[src/rtl/lfsr_stream.sv]
// lfsr_stream: Fibonacci LFSR generator driven by a seed/length command and
// streaming each state word out over a valid/ready handshake.
//
// Parameters
//   nbits : LFSR state width (>= 2)
//   taps  : feedback mask, bit i set => lfsr[i] feeds the XOR
//   lw    : width of the length field
//
// Ports
//   clk      : clock, all state updates on posedge
//   rst      : synchronous reset, active low
//   cmd_val  : command valid
//   cmd_rdy  : command ready, high only while idle
//   cmd_seed : initial LFSR state (0 is replaced by 1)
//   cmd_len  : number of words to emit for this command
//   out_val  : output word valid
//   out_rdy  : downstream ready
//   out_data : current LFSR state
//   wrap     : sticky, sequence returned to the effective seed this command
//   zero_fix : sticky, last accepted seed was 0 and was replaced by 1
module lfsr_stream #(
   parameter int unsigned           nbits = 8,
   parameter logic [nbits-1:0]      taps  = 8'hB8,
   parameter int unsigned           lw    = 16
) (
   input  logic             clk,
   input  logic             rst,
   input  logic             cmd_val,
   output logic             cmd_rdy,
   input  logic [nbits-1:0] cmd_seed,
   input  logic [lw-1:0]    cmd_len,
   output logic             out_val,
   input  logic             out_rdy,
   output logic [nbits-1:0] out_data,
   output logic             wrap,
   output logic             zero_fix
);

   typedef enum logic {
      IDLE = 1'b0,
      RUN  = 1'b1
   } state_t;

   state_t           state_q, state_d;
   logic [nbits-1:0] lfsr_q, lfsr_d;
   logic [nbits-1:0] seed_q, seed_d;
   logic [lw-1:0]    cnt_q, cnt_d;
   logic             wrap_q, wrap_d;
   logic             zfix_q, zfix_d;

   logic [nbits-1:0] lfsr_next;
   logic [nbits-1:0] eff_seed;
   logic             cmd_fire;
   logic             out_fire;

   assign lfsr_next = {lfsr_q[nbits-2:0], ^(lfsr_q & taps)};
   assign eff_seed  = (cmd_seed == '0) ? nbits'(1) : cmd_seed;

   // Handshake outputs decode only registered state, so out_val never
   // depends combinationally on out_rdy.
   assign cmd_rdy  = (state_q == IDLE);
   assign out_val  = (state_q == RUN);
   assign out_data = lfsr_q;
   assign wrap     = wrap_q;
   assign zero_fix = zfix_q;

   assign cmd_fire = cmd_val & cmd_rdy;
   assign out_fire = out_val & out_rdy;

   always_comb begin
      state_d = state_q;
      lfsr_d  = lfsr_q;
      seed_d  = seed_q;
      cnt_d   = cnt_q;
      wrap_d  = wrap_q;
      zfix_d  = zfix_q;
      unique case (state_q)
         IDLE: begin
            if (cmd_fire) begin
               lfsr_d = eff_seed;
               seed_d = eff_seed;
               cnt_d  = cmd_len;
               wrap_d = 1'b0;
               zfix_d = (cmd_seed == '0);
               if (cmd_len != '0) begin
                  state_d = RUN;
               end
            end
         end
         RUN: begin
            if (out_fire) begin
               lfsr_d = lfsr_next;
               // cnt_q is at least 1 in RUN, so this never underflows.
               cnt_d  = cnt_q - lw'(1);
               if (lfsr_next == seed_q) begin
                  wrap_d = 1'b1;
               end
               if (cnt_q == lw'(1)) begin
                  state_d = IDLE;
               end
            end
         end
         default: state_d = IDLE;
      endcase
   end

   always_ff @(posedge clk) begin
      if (!rst) begin
         state_q <= IDLE;
         lfsr_q  <= '0;
         seed_q  <= '0;
         cnt_q   <= '0;
         wrap_q  <= 1'b0;
         zfix_q  <= 1'b0;
      end else begin
         state_q <= state_d;
         lfsr_q  <= lfsr_d;
         seed_q  <= seed_d;
         cnt_q   <= cnt_d;
         wrap_q  <= wrap_d;
         zfix_q  <= zfix_d;
      end
   end

endmodule

[config.mk]
export PLATFORM = sky130hd
export DESIGN_NAME = lfsr_stream
export DESIGN_NICKNAME = d
export VERILOG_FILES = /design/src/rtl/lfsr_stream.sv
export SDC_FILE = /design/constraint.sdc
export NUM_CORES = 1
export LEC_CHECK = 0
export BUFFER_PORTS_ARGS = -buffer_cell sky130_fd_sc_hd__buf_2
export CAP_MARGIN = 5
export CORE_ASPECT_RATIO = 0.7
export CORE_MARGIN = 1
export CORE_UTILIZATION = 30
export DETAILED_ROUTE_END_ITERATION = 8
export GPL_TIMING_DRIVEN = 0
export HOLD_SLACK_MARGIN = 0.08
export PLACE_DENSITY = 0.47
export SLEW_MARGIN = 20
export SYNTH_ARGS = -nofsm -noshare
export SYNTH_HDL_FRONTEND = slang
export SYNTH_SLANG_ARGS = --single-unit
[constraint.sdc]
create_clock -name clk -period 2.4 [get_ports clk]
set_input_delay 0.48 -clock clk [delete_from_list [all_inputs] [get_ports clk]]
set_output_delay 0.48 -clock clk [all_outputs]
set_load 0.1 [all_outputs]
==> results.md, run 1 <==
- CP Data Arrival Time: 2.11 ns
- Final Cell Area: 2300 um^2
- Routed WL: 5850 um
- Postcts setup bufs: 0
- Global routing usage on met1: 28.7%
- GR Layer Usage met2: 24.6%
- Hold-fix buffers, CTS: 0
- Placed Instances: 348
- Yosys cell types: 45
- Mapped Area: 1940 um^2
- Final Max Slew Viols: 0
- Tmin final: 1.89 ns
- Maximum vdd ir drop: 0.186 mV
- Slew @ Worst Pin: 0.657 ns
- Ys Warns: 0
- CTS root buf: clkbuf_8
- Worst Slack Setup Final: 0.513 ns
- Clock sink total: 35
- Final Skew: 0.00678 ns
- Site Rows: 24
- WHS: 0.454 ns
- Final Hold Viols: 0
- Most frequent cells in the layout: buf_2 (46), dfxtp_1 (35), nand2_1 (31)
- Area grow syn2layout: 18.4%
- Total CTS buffers: 5
- Seq/Total Area, Yosys: 36.1%
- Flop2flop setup slack: 0.51 ns
- Net Sw Frac: 38.1%
- Synthesized flop and latch total: 35
- Max incr delay on CP: 0.39 ns
- Initial Util: 31.1%
- Leak Pwr: 0.910 nW
- FMAX: 530 MHz
- Flop pwr share: 43.0%
- Comb power frac: 31.4%
- Layout cells sized above 1: 21.0%
- Grt peak-use layer: met1
- Async SR Flop Fraction: 0%
- Most common cell after layout, fill and taps aside: buf_2
- Routability congestion estimate: 0.807
- Diode count: 0
- Antenna violations before repair: 0
- Critical R2R Capture: cnt_q[12]
- Critical Path RT: 2.62 ns
- Aggregate global-route resource usage: 18.3%
- DR iter-0 viols: 123
- Nets: 307
- CP startpoint: cnt_q[0]
- Pre-antenna DRT Iters: 4
- Vias in the first global route: 1,744
- Power per cell area: 695 nW/um^2
- Crit end category: flop
- Critical path startpoint category: flop
- PostCTS Resize Cnt: 0
- Largest net degree at the start of global routing: 11
- Type of the most critical hold path: primary input to flop
- R2r worst-path depth: 6
- Die area: 6800 um^2
- Setup_tns: 0 ns
- Pre-CTS setup slack: 0.553 ns
- Area contributors post-synth: dfxtp_1 (36%), mux2i_1 (8.3%), nand2_1 (6.0%)
- Status: completed
- DRC Markers: 0
- Placed cell areas: 2220 um^2
- Non-Filler Instances: 354
- H-tree lvl count: 2
- Power Internal: 0.989 mW
- # port buffers: 37
- WL/cell: 16.5 um
- Boundary Pins: 40
- Critical-path cell list: inv_1 > ha_1 > nor3b_2 > nand2_1 > or3_1 > a31oi_1
- Syn_nets: 263
- DIE WIDTH: 98.1 um
- FF-to-FF Start: cnt_q[0]
- Via/cell ratio: 5.21
- Clk_lat worst skew: 0.29 ns
- Clock power frac: 25.6%
- Switching pwr: 0.609 mW
- Post-synth EDFFs: 0
- Max clock buf depth: 2
- Worst path slowest cell: nor3b_2
- Dpl hpwl: 4260 um
- Core area: 6250 um^2
- Mapped Cells: 233
- Worst slew margin: 56.2%
- Critical path type: flop to flop
- Dominant cell type by area after synthesis: dfxtp_1
- Grt ovf: 0
- Grt met3 use: 3.93%
- Crit path max fanout: 6
- Clk slew on worst S/H paths: 0.07 ns
- Yosys top cell area share: 36.1%
- Max-cap viol count: 0
- Die Span Y: 69.3 um
- Most common flop cell mapped by yosys: dfxtp_1
- Synth Area per Inst: 8.33 um^2
- Worst setup path endpoint: cnt_q[12]
- CTS tree: built
- RSZ-0062 raised after global routing: false
- Antenna viol nets, final: 0
- Global-route wire length before repair: 9670 um
- Tcrit/Tclk final: 78.6%
- Via count: 1,845
- Final setup viols: 0
==> power groups by stage <==
stage	combinational [mW]	clock [mW]	sequential (mW)
2_1_floorplan	0.271	0	0.796
3_3_place_gp	0.498	0	0.701
3_5_place_dp	0.499	0	0.699
4_1_cts	0.501	0.416	0.686
5_1_grt	0.547	0.443	0.694
6_report	0.502	0.409	0.686
==> area by class of cell <==
class	count	area, um^2
plain buffers	15	67.6
repair buffers	37	185
fillers	674	3950
well taps	78	97.6
multi-input cells	177	1150
inverters	6	23.8
clock buffers	6	72.6
flip-flops and latches	35	701
==> layer usage <==
layer	up-vias	share of wire [%]
met3	2	3.5
li1	939	-
met4	0	0.62
met5	-	0
met1	864	57
met2	40	39
==> logic make-up (layout without fill, tap and decap cells) <==
kind of cell               after synthesis  in the layout  synth area share, %
and+or+nand+nor                         88             88                 24.4
AOI/OAI and AO/OA                       57             57                 18.8
DFF                                     35             35                 36.1
buffers and inverters                   21             64                 4.64
muxes                                   17             17                 8.83
xor gates and xnor gates                13             13                 5.87
adders and majority gates                2              2                 1.29
==> stage by stage <==
step	utilization, %	total power, mW
after floorplan	-	1.07
after global placement	35.6	1.20
after detailed placement	35.6	1.20
after CTS	36.8	1.60
after global routing	36.8	1.68
final	36.8	1.60
==> synth_stat cells (all sizes together), types with 2 or more instances <==
cell type  number
xnor2          10
a31oi           4
nand3b          3
nand4           6
clkbuf          5
o211ai          2
nor3            6
nand2b          2
xor2            3
a21oi          20
a211oi          8
nor2           16
nand4b          2
dfxtp          35
ha              2
or4             2
nand3           4
mux2i          16
nor4            8
o221ai          2
buf            10
and3            3
nor2b           2
a221oi          4
inv             5
o21ai           9
nand2          31
==> worst min-delay path by stage <==
stage | slack, ns | startpoint | cells past startpoint | endpoint
2_1_floorplan | 0.45 | seed_q[0] | 2 | seed_q[0]
3_3_place_gp | 0.45 | zero_fix | 2 | zero_fix
3_5_place_dp | 0.45 | zero_fix | 2 | zero_fix
4_1_cts | 0.45 | cmd_seed[2] | 3 | seed_q[2]
5_1_grt | 0.46 | cmd_seed[1] | 3 | seed_q[1]
6_report | 0.45 | cmd_seed[2] | 3 | seed_q[2]
==> flip-flops by register name, indices dropped and copies added (netlist names) <==
register	flops
seed_q	8
out_val	1
wrap	1
out_data	8
zero_fix	1
cnt_q	16
==> critical path, delay by kind of cell, from the launching register on <==
kind	cells	cell delay [ns]
DFF	1	0.34
buffers and inverters	1	0.10
and+or+nand+nor	3	0.94
adders and majority gates	1	0.28
AOI/OAI and AO/OA	1	0.15
Note: power is estimated with default switching activity, not from simulation.
==> run 2: changes to the inputs <==
==> constraint.sdc (replaced) <==
create_clock -name clk -period 1.9 [get_ports clk]
set_input_delay 0.38 -clock clk [delete_from_list [all_inputs] [get_ports clk]]
set_output_delay 0.38 -clock clk [all_outputs]
set_load 0.1 [all_outputs]
==> run 2 against run 1 <==
Against the previous run: clock skew barely moved; die area did not move; via count rose by 3.2%; cell count rose by 0.28%; power rose by 30%; critical path depth fell by 2; utilization rose by 0.40 points; critical path type unchanged.
==> results.md, run 2 (synthesis results as in run 1) <==
- Fin util: 37.2% (+0.40 points)
- Crit end category: flop
- Final Max Slew Viols: 0 (unchanged)
- Leak Pwr: 0.921 nW (+1.2%)
- Critical path startpoint category: flop
- Type of the most critical hold path: primary input to flop
- Critical-path cell list: nor4_2 > nand2_1 > o21a_1 > o311a_1
- Antenna viol nets, final: 0 (unchanged)
- Area grow syn2layout: 19.7%
- Area of the multi-input gates: 1160 um^2 (+0.76%)
- Critical path type: flop to flop
- Crit path max fanout: 6 (unchanged)
- Global-route wire length before repair: 9440 um (-2.3%)
- FMAX: 566 MHz (+6.8%)
- Hold depth: 3 (unchanged)
- Worst slew margin: 61.6% (+5.3 points)
- DR iter-0 viols: 91 (-26%)
- Core area: 6250 um^2 (unchanged)
- Via count: 1,904 (+3.2%)
- FF-to-FF Start: cnt_q[6]
- Final setup viols: 0 (unchanged)
- Placed Instances: 348 (unchanged)
- Boundary Pins: 40 (unchanged)
- Die Span Y: 69.3 um (unchanged)
- CP Data Arrival Time: 1.95 ns (-0.16 ns)
- Max incr delay on CP: 0.53 ns (+0.14 ns)
- Max FFs per register: 16 (unchanged)
- Tcrit/Tclk final: 93.0% (+14 points)
- CTS root buf: clkbuf_8
- Total CTS buffers: 5 (unchanged)
- DRC Markers: 0 (unchanged)
- Largest net degree at the start of global routing: 11 (unchanged)
- Maximum vdd ir drop: 0.273 mV (+46%)
- Storage element area: 702 um^2 (+0.18%)
- Most flop-heavy register: cnt_q
- Max-cap viol count: 0 (unchanged)
- DIE WIDTH: 98.1 um (unchanged)
- Critical Path RT: 2.08 ns (-0.54 ns)
- Layout cells sized above 1: 22.4% (+1.4 points)
- Tmin final: 1.77 ns (-0.119 ns)
- Pre-antenna DRT Iters: 7 (+3)
- Power per cell area: 891 nW/um^2 (+28%)
- Clk_lat worst skew: 0.29 ns (about the same)
- Flop2flop setup slack: 0.13 ns (-0.38 ns)
- Nets: 307 (unchanged)
- Worst path slowest cell: nor4_2
- Dpl hpwl: 4290 um (+0.76%)
- Hold-fix buffers, CTS: 0 (unchanged)
- R2r worst-path depth: 4 (-2)
- Status: completed
- Max clock buf depth: 2 (unchanged)
- Clock sink total: 35 (unchanged)
- Final Cell Area: 2320 um^2 (+1.1%)
- Slew @ Worst Pin: 0.572 ns (-0.0850 ns)
- Vias in the first global route: 1,752 (+0.46%)
- Postcts setup bufs: 0 (unchanged)
- H-tree lvl count: 2 (unchanged)
- Die area: 6800 um^2 (unchanged)
- Initial Util: 31.1% (unchanged)
- Site Rows: 24 (unchanged)
- Routability congestion estimate: 0.791 (-2.0%)
- WL/cell: 16.2 um (-2.0%)
- Via/cell ratio: 5.36 (+2.9%)
- Non-Filler Instances: 355 (+0.28%)
- # port buffers: 37 (unchanged)
- Most common cell after layout, fill and taps aside: buf_2
- Filler cell count: 677 (+0.45%)
- Power, Total: 2.07 mW (+30%)
- Setup_tns: 0 ns (unchanged)
- Placed cell areas: 2230 um^2 (about the same)
- CTS tree: built
- Antenna violations before repair: 0 (unchanged)
- Diode count: 0 (unchanged)
- Routed WL: 5750 um (-1.8%)
- Critical R2R Capture: cnt_q[15]
- PostCTS Resize Cnt: 0 (unchanged)
- RSZ-0062 raised after global routing: false
- Grt ovf: 0 (unchanged)
- Most frequent cells in the layout: buf_2 (46), dfxtp_1 (34), nand2_1 (31)
- Final Hold Viols: 0 (unchanged)
- Clk slew on worst S/H paths: 0.08 ns (about the same)
- Hold endpoint: seed_q[6]
- Hold_sp: cmd_seed[6]
- Aggregate global-route resource usage: 17.6% (-0.69 points)
- Final Skew: 0.00650 ns (-0.000281 ns)
==> run 2: cell count changes in the layout (fill, tap and decap cells not counted), sizes merged <==
cell | before | now
clkinv | 1 | 2
==> run 2: area by class of cell <==
class,count,area share [%]
buffer,15,2.91
clock buffer,6,3.56
clock inverter,1,0.216
inverter,6,1.02
multi-input combinational,177,49.9
sequential,35,30.2
tap,78,4.20
timing repair buffer,37,7.97
==> run 2: how the worst max path moves through the flow <==
stage	from	slack, ns	endpoint
2_1_floorplan	out_val	0.05	cnt_q[13]
3_3_place_gp	cnt_q[0]	0.05	cnt_q[12]
3_5_place_dp	cnt_q[0]	0.06	cnt_q[12]
4_1_cts	cnt_q[0]	0.03	cnt_q[12]
5_1_grt	cnt_q[2]	0.05	cnt_q[11]
6_report	cnt_q[6]	0.13	cnt_q[15]
==> run 2: critical path: cells and delay by family, from the launching register on <==
| family | cells | cell delay [ns] |
|---|---|---|
| AOI/OAI and AO/OA | 2 | 0.51 |
| and+or+nand+nor | 2 | 0.77 |
| DFF | 1 | 0.39 |
==> run 2: power by group <==
part           internal, mW  leakage, nW  switching [mW]
clock                 0.285       0.0470           0.277
sequential            0.794        0.289          0.0760
combinational         0.214        0.585           0.423
==> run 2: metal layers <==
| layer | GRT usage (%) | part of all wire [%] | wire length [um] | up-vias |
|---|---|---|---|---|
| met4 | 3.48 | 0.61 | 35 | 0 |
| met3 | 3.53 | 4.7 | 272 | 4 |
| met5 | 0 | 0 | 0 | - |
| met2 | 23.9 | 40 | 2280 | 58 |
| li1 | - | - | - | 940 |
| met1 | 28.1 | 55 | 3160 | 902 |
==> run 2: metrics by stage <==
step                      hold slack (ns)  setup WS, ns
after floorplan                     0.449        0.0523
after global placement              0.446        0.0506
after detailed placement            0.449        0.0639
after CTS                           0.345        0.0286
after global routing                0.350        0.0508
final                               0.350         0.132
==> run 3: changes to the inputs <==
--- a/config.mk
+++ b/config.mk
@@ -9,11 +9,11 @@
 export CAP_MARGIN = 5
 export CORE_ASPECT_RATIO = 0.7
 export CORE_MARGIN = 1
-export CORE_UTILIZATION = 30
+export CORE_UTILIZATION = 54
 export DETAILED_ROUTE_END_ITERATION = 8
 export GPL_TIMING_DRIVEN = 0
 export HOLD_SLACK_MARGIN = 0.08
-export PLACE_DENSITY = 0.47
+export PLACE_DENSITY = 0.77
 export SLEW_MARGIN = 20
 export SYNTH_ARGS = -nofsm -noshare
 export SYNTH_HDL_FRONTEND = slang
==> run 3 against run 2 <==
Against the previous run: global-route usage increased by 13 points; maximum frequency decreased by 2.0%; clock power increased by 23%; combinational power about the same; design area decreased by 0.70%; register-to-register slack got worse by 0.04 ns; sequential share of layout area increased by 0.21 points; worst setup slack got worse by 0.037 ns; power increased by 6.1%; die area decreased by 44%; critical path type unchanged; critical endpoint is now cnt_q[12].
==> results.md, run 3 (synthesis results as in run 1) <==
- Status: completed
- CP Data Arrival Time: 2.03 ns (+0.08 ns)
- Slew @ Worst Pin: 0.538 ns (-0.0342 ns)
- Nets: 307 (unchanged)
- Clk slew on worst S/H paths: 0.08 ns (about the same)
- Global-route wire length before repair: 8590 um (-9.0%)
- FF-to-FF Start: cnt_q[0]
- Final Max Slew Viols: 0 (unchanged)
- DRC Markers: 0 (unchanged)
- Tmin final: 1.80 ns (+0.0365 ns)
- Placed Instances: 317 (-8.9%)
- Vias in the first global route: 1,755 (+0.17%)
- Worst slew margin: 63.9% (+2.3 points)
- Type of the most critical hold path: primary input to flop
- Hold-fix buffers, CTS: 0 (unchanged)
- Max FFs per register: 16 (unchanged)
- Hold_sp: cmd_seed[5]
- Maximum vdd ir drop: 0.749 mV (+170%)
- FMAX: 554 MHz (-2.0%)
- Routed WL: 5280 um (-8.1%)
- CP startpoint: cnt_q[0]
- Antenna viol nets, final: 0 (unchanged)
- Power per cell area: 952 nW/um^2 (+6.9%)
- Most flop-heavy register: cnt_q
- Critical Path RT: 2.13 ns (+0.05 ns)
- Total CTS buffers: 5 (unchanged)
- Die area: 3840 um^2 (-44%)
- Critical path startpoint category: flop
- Critical path type: flop to flop
- # port buffers: 37 (unchanged)
- RSZ-0062 raised after global routing: false
- Dpl hpwl: 3840 um (-11%)
- Routability congestion estimate: 0.943 (+19%)
- Crit end category: flop
- Aggregate global-route resource usage: 30.5% (+13 points)
- Setup_tns: 0 ns (unchanged)
- Max incr delay on CP: 0.39 ns (-0.14 ns)
- Flop2flop setup slack: 0.1 ns (-0.04 ns)
- Die Span Y: 52.2 um (-25%)
- Clk_lat worst skew: 0.30 ns (about the same)
- Initial Util: 59.2% (+28 points)
- CTS tree: built
- Final Skew: 0.00913 ns (+0.00263 ns)
- Area of the multi-input gates: 1160 um^2 (-0.22%)
- Max-cap viol count: 0 (unchanged)
- Final setup viols: 0 (unchanged)
- DIE WIDTH: 73.7 um (-25%)
- Layout cells sized above 1: 22.3% (-0.081 points)
- Max clock buf depth: 2 (unchanged)
- Pre-antenna DRT Iters: 5 (-2)
- Diode count: 0 (unchanged)
- Via/cell ratio: 5.95 (+11%)
- Final Cell Area: 2310 um^2 (-0.70%)
- Tcrit/Tclk final: 95.0% (+1.9 points)
- Leak Pwr: 0.933 nW (+1.3%)
- Filler cell count: 301 (-56%)
- Most common cell after layout, fill and taps aside: buf_2
- Antenna violations before repair: 0 (unchanged)
- Fin util: 70.4% (+33 points)
- Most frequent cells in the layout: buf_2 (46), dfxtp_1 (34), nand2_1 (31)
- Worst path slowest cell: or3_1
- Postcts setup bufs: 0 (unchanged)
- Critical-path cell list: inv_1 > ha_1 > nor3b_4 > nand2_1 > or3_1 > a31oi_1
- Grt ovf: 0 (unchanged)
- Largest net degree at the start of global routing: 13 (+2)
- H-tree lvl count: 2 (unchanged)
- Placed cell areas: 2190 um^2 (-1.7%)
- Clock sink total: 35 (unchanged)
- DR iter-0 viols: 172 (+89%)
- Site Rows: 17 (-29%)
- Final Hold Viols: 0 (unchanged)
- PostCTS Resize Cnt: 0 (unchanged)
- CTS root buf: clkbuf_8
- Storage element area: 702 um^2 (unchanged)
- Crit path max fanout: 6 (unchanged)
- Boundary Pins: 40 (unchanged)
- Via count: 1,933 (+1.5%)
- Non-Filler Instances: 325 (-8.5%)
- Area grow syn2layout: 18.8%
- WL/cell: 16.3 um (+0.41%)
- Core area: 3280 um^2 (-48%)
==> run 3: cell types whose count changed in the layout (fill, tap and decap cells not counted) <==
cell | before | now
bufinv_16 | 0 | 1
clkbuf_8 | 6 | 5
clkinv_4 | 0 | 1
ha_1 | 1 | 2
ha_2 | 1 | 0
==> run 3: worst max-delay path: cells and delay by family, from the launching register on <==
family          cells  cell delay (ns)
flops               1             0.34
fa+ha+maj           1             0.28
simple gates        3             0.85
buf+inv             1             0.11
compound gates      1             0.16
==> run 3: path summary, 6_finish.rpt <==
| check | endpoint | depth (start not counted) |
|---|---|---|
| max | cnt_q[12] | 6 |
| min | seed_q[5] | 3 |
| max reg2reg | cnt_q[12] | 6 |
| min reg2reg | zero_fix | 2 |
==> run 3: layout make-up <==
type                            count  area share (%)
Sequential cell                    35            30.4
Tap cell                           47            2.55
Timing Repair Buffer               37            8.03
Inverter                            6            1.03
Multi-Input combinational cell    177            50.1
Clock inverter                      3            1.90
Buffer                             15            2.93
Clock buffer                        5            2.98
==> run 3: through the flow <==
stage	hold slack [ns]	power, mW	setup slack (ns)
2_1_floorplan	0.449	1.35	0.0523
5_1_grt	0.352	2.28	0.0192
4_1_cts	0.337	2.18	0.0647
3_3_place_gp	0.442	1.49	0.0878
3_5_place_dp	0.445	1.50	0.0606
6_report	0.332	2.20	0.0959
==> run 3: power by group <==
group,internal (mW),switching [mW]
registers,0.794,0.0768
logic,0.214,0.420
clock network,0.391,0.301
total,1.40,0.798
==> run 3: per-layer routing <==
layer	global-route usage (%)	share of wire, %	vias up
li1	-	-	940
met1	43.7	50	913
met2	46.0	42	74
met3	7.17	7.4	6
met4	7.05	0.98	0
met5	0	0	-
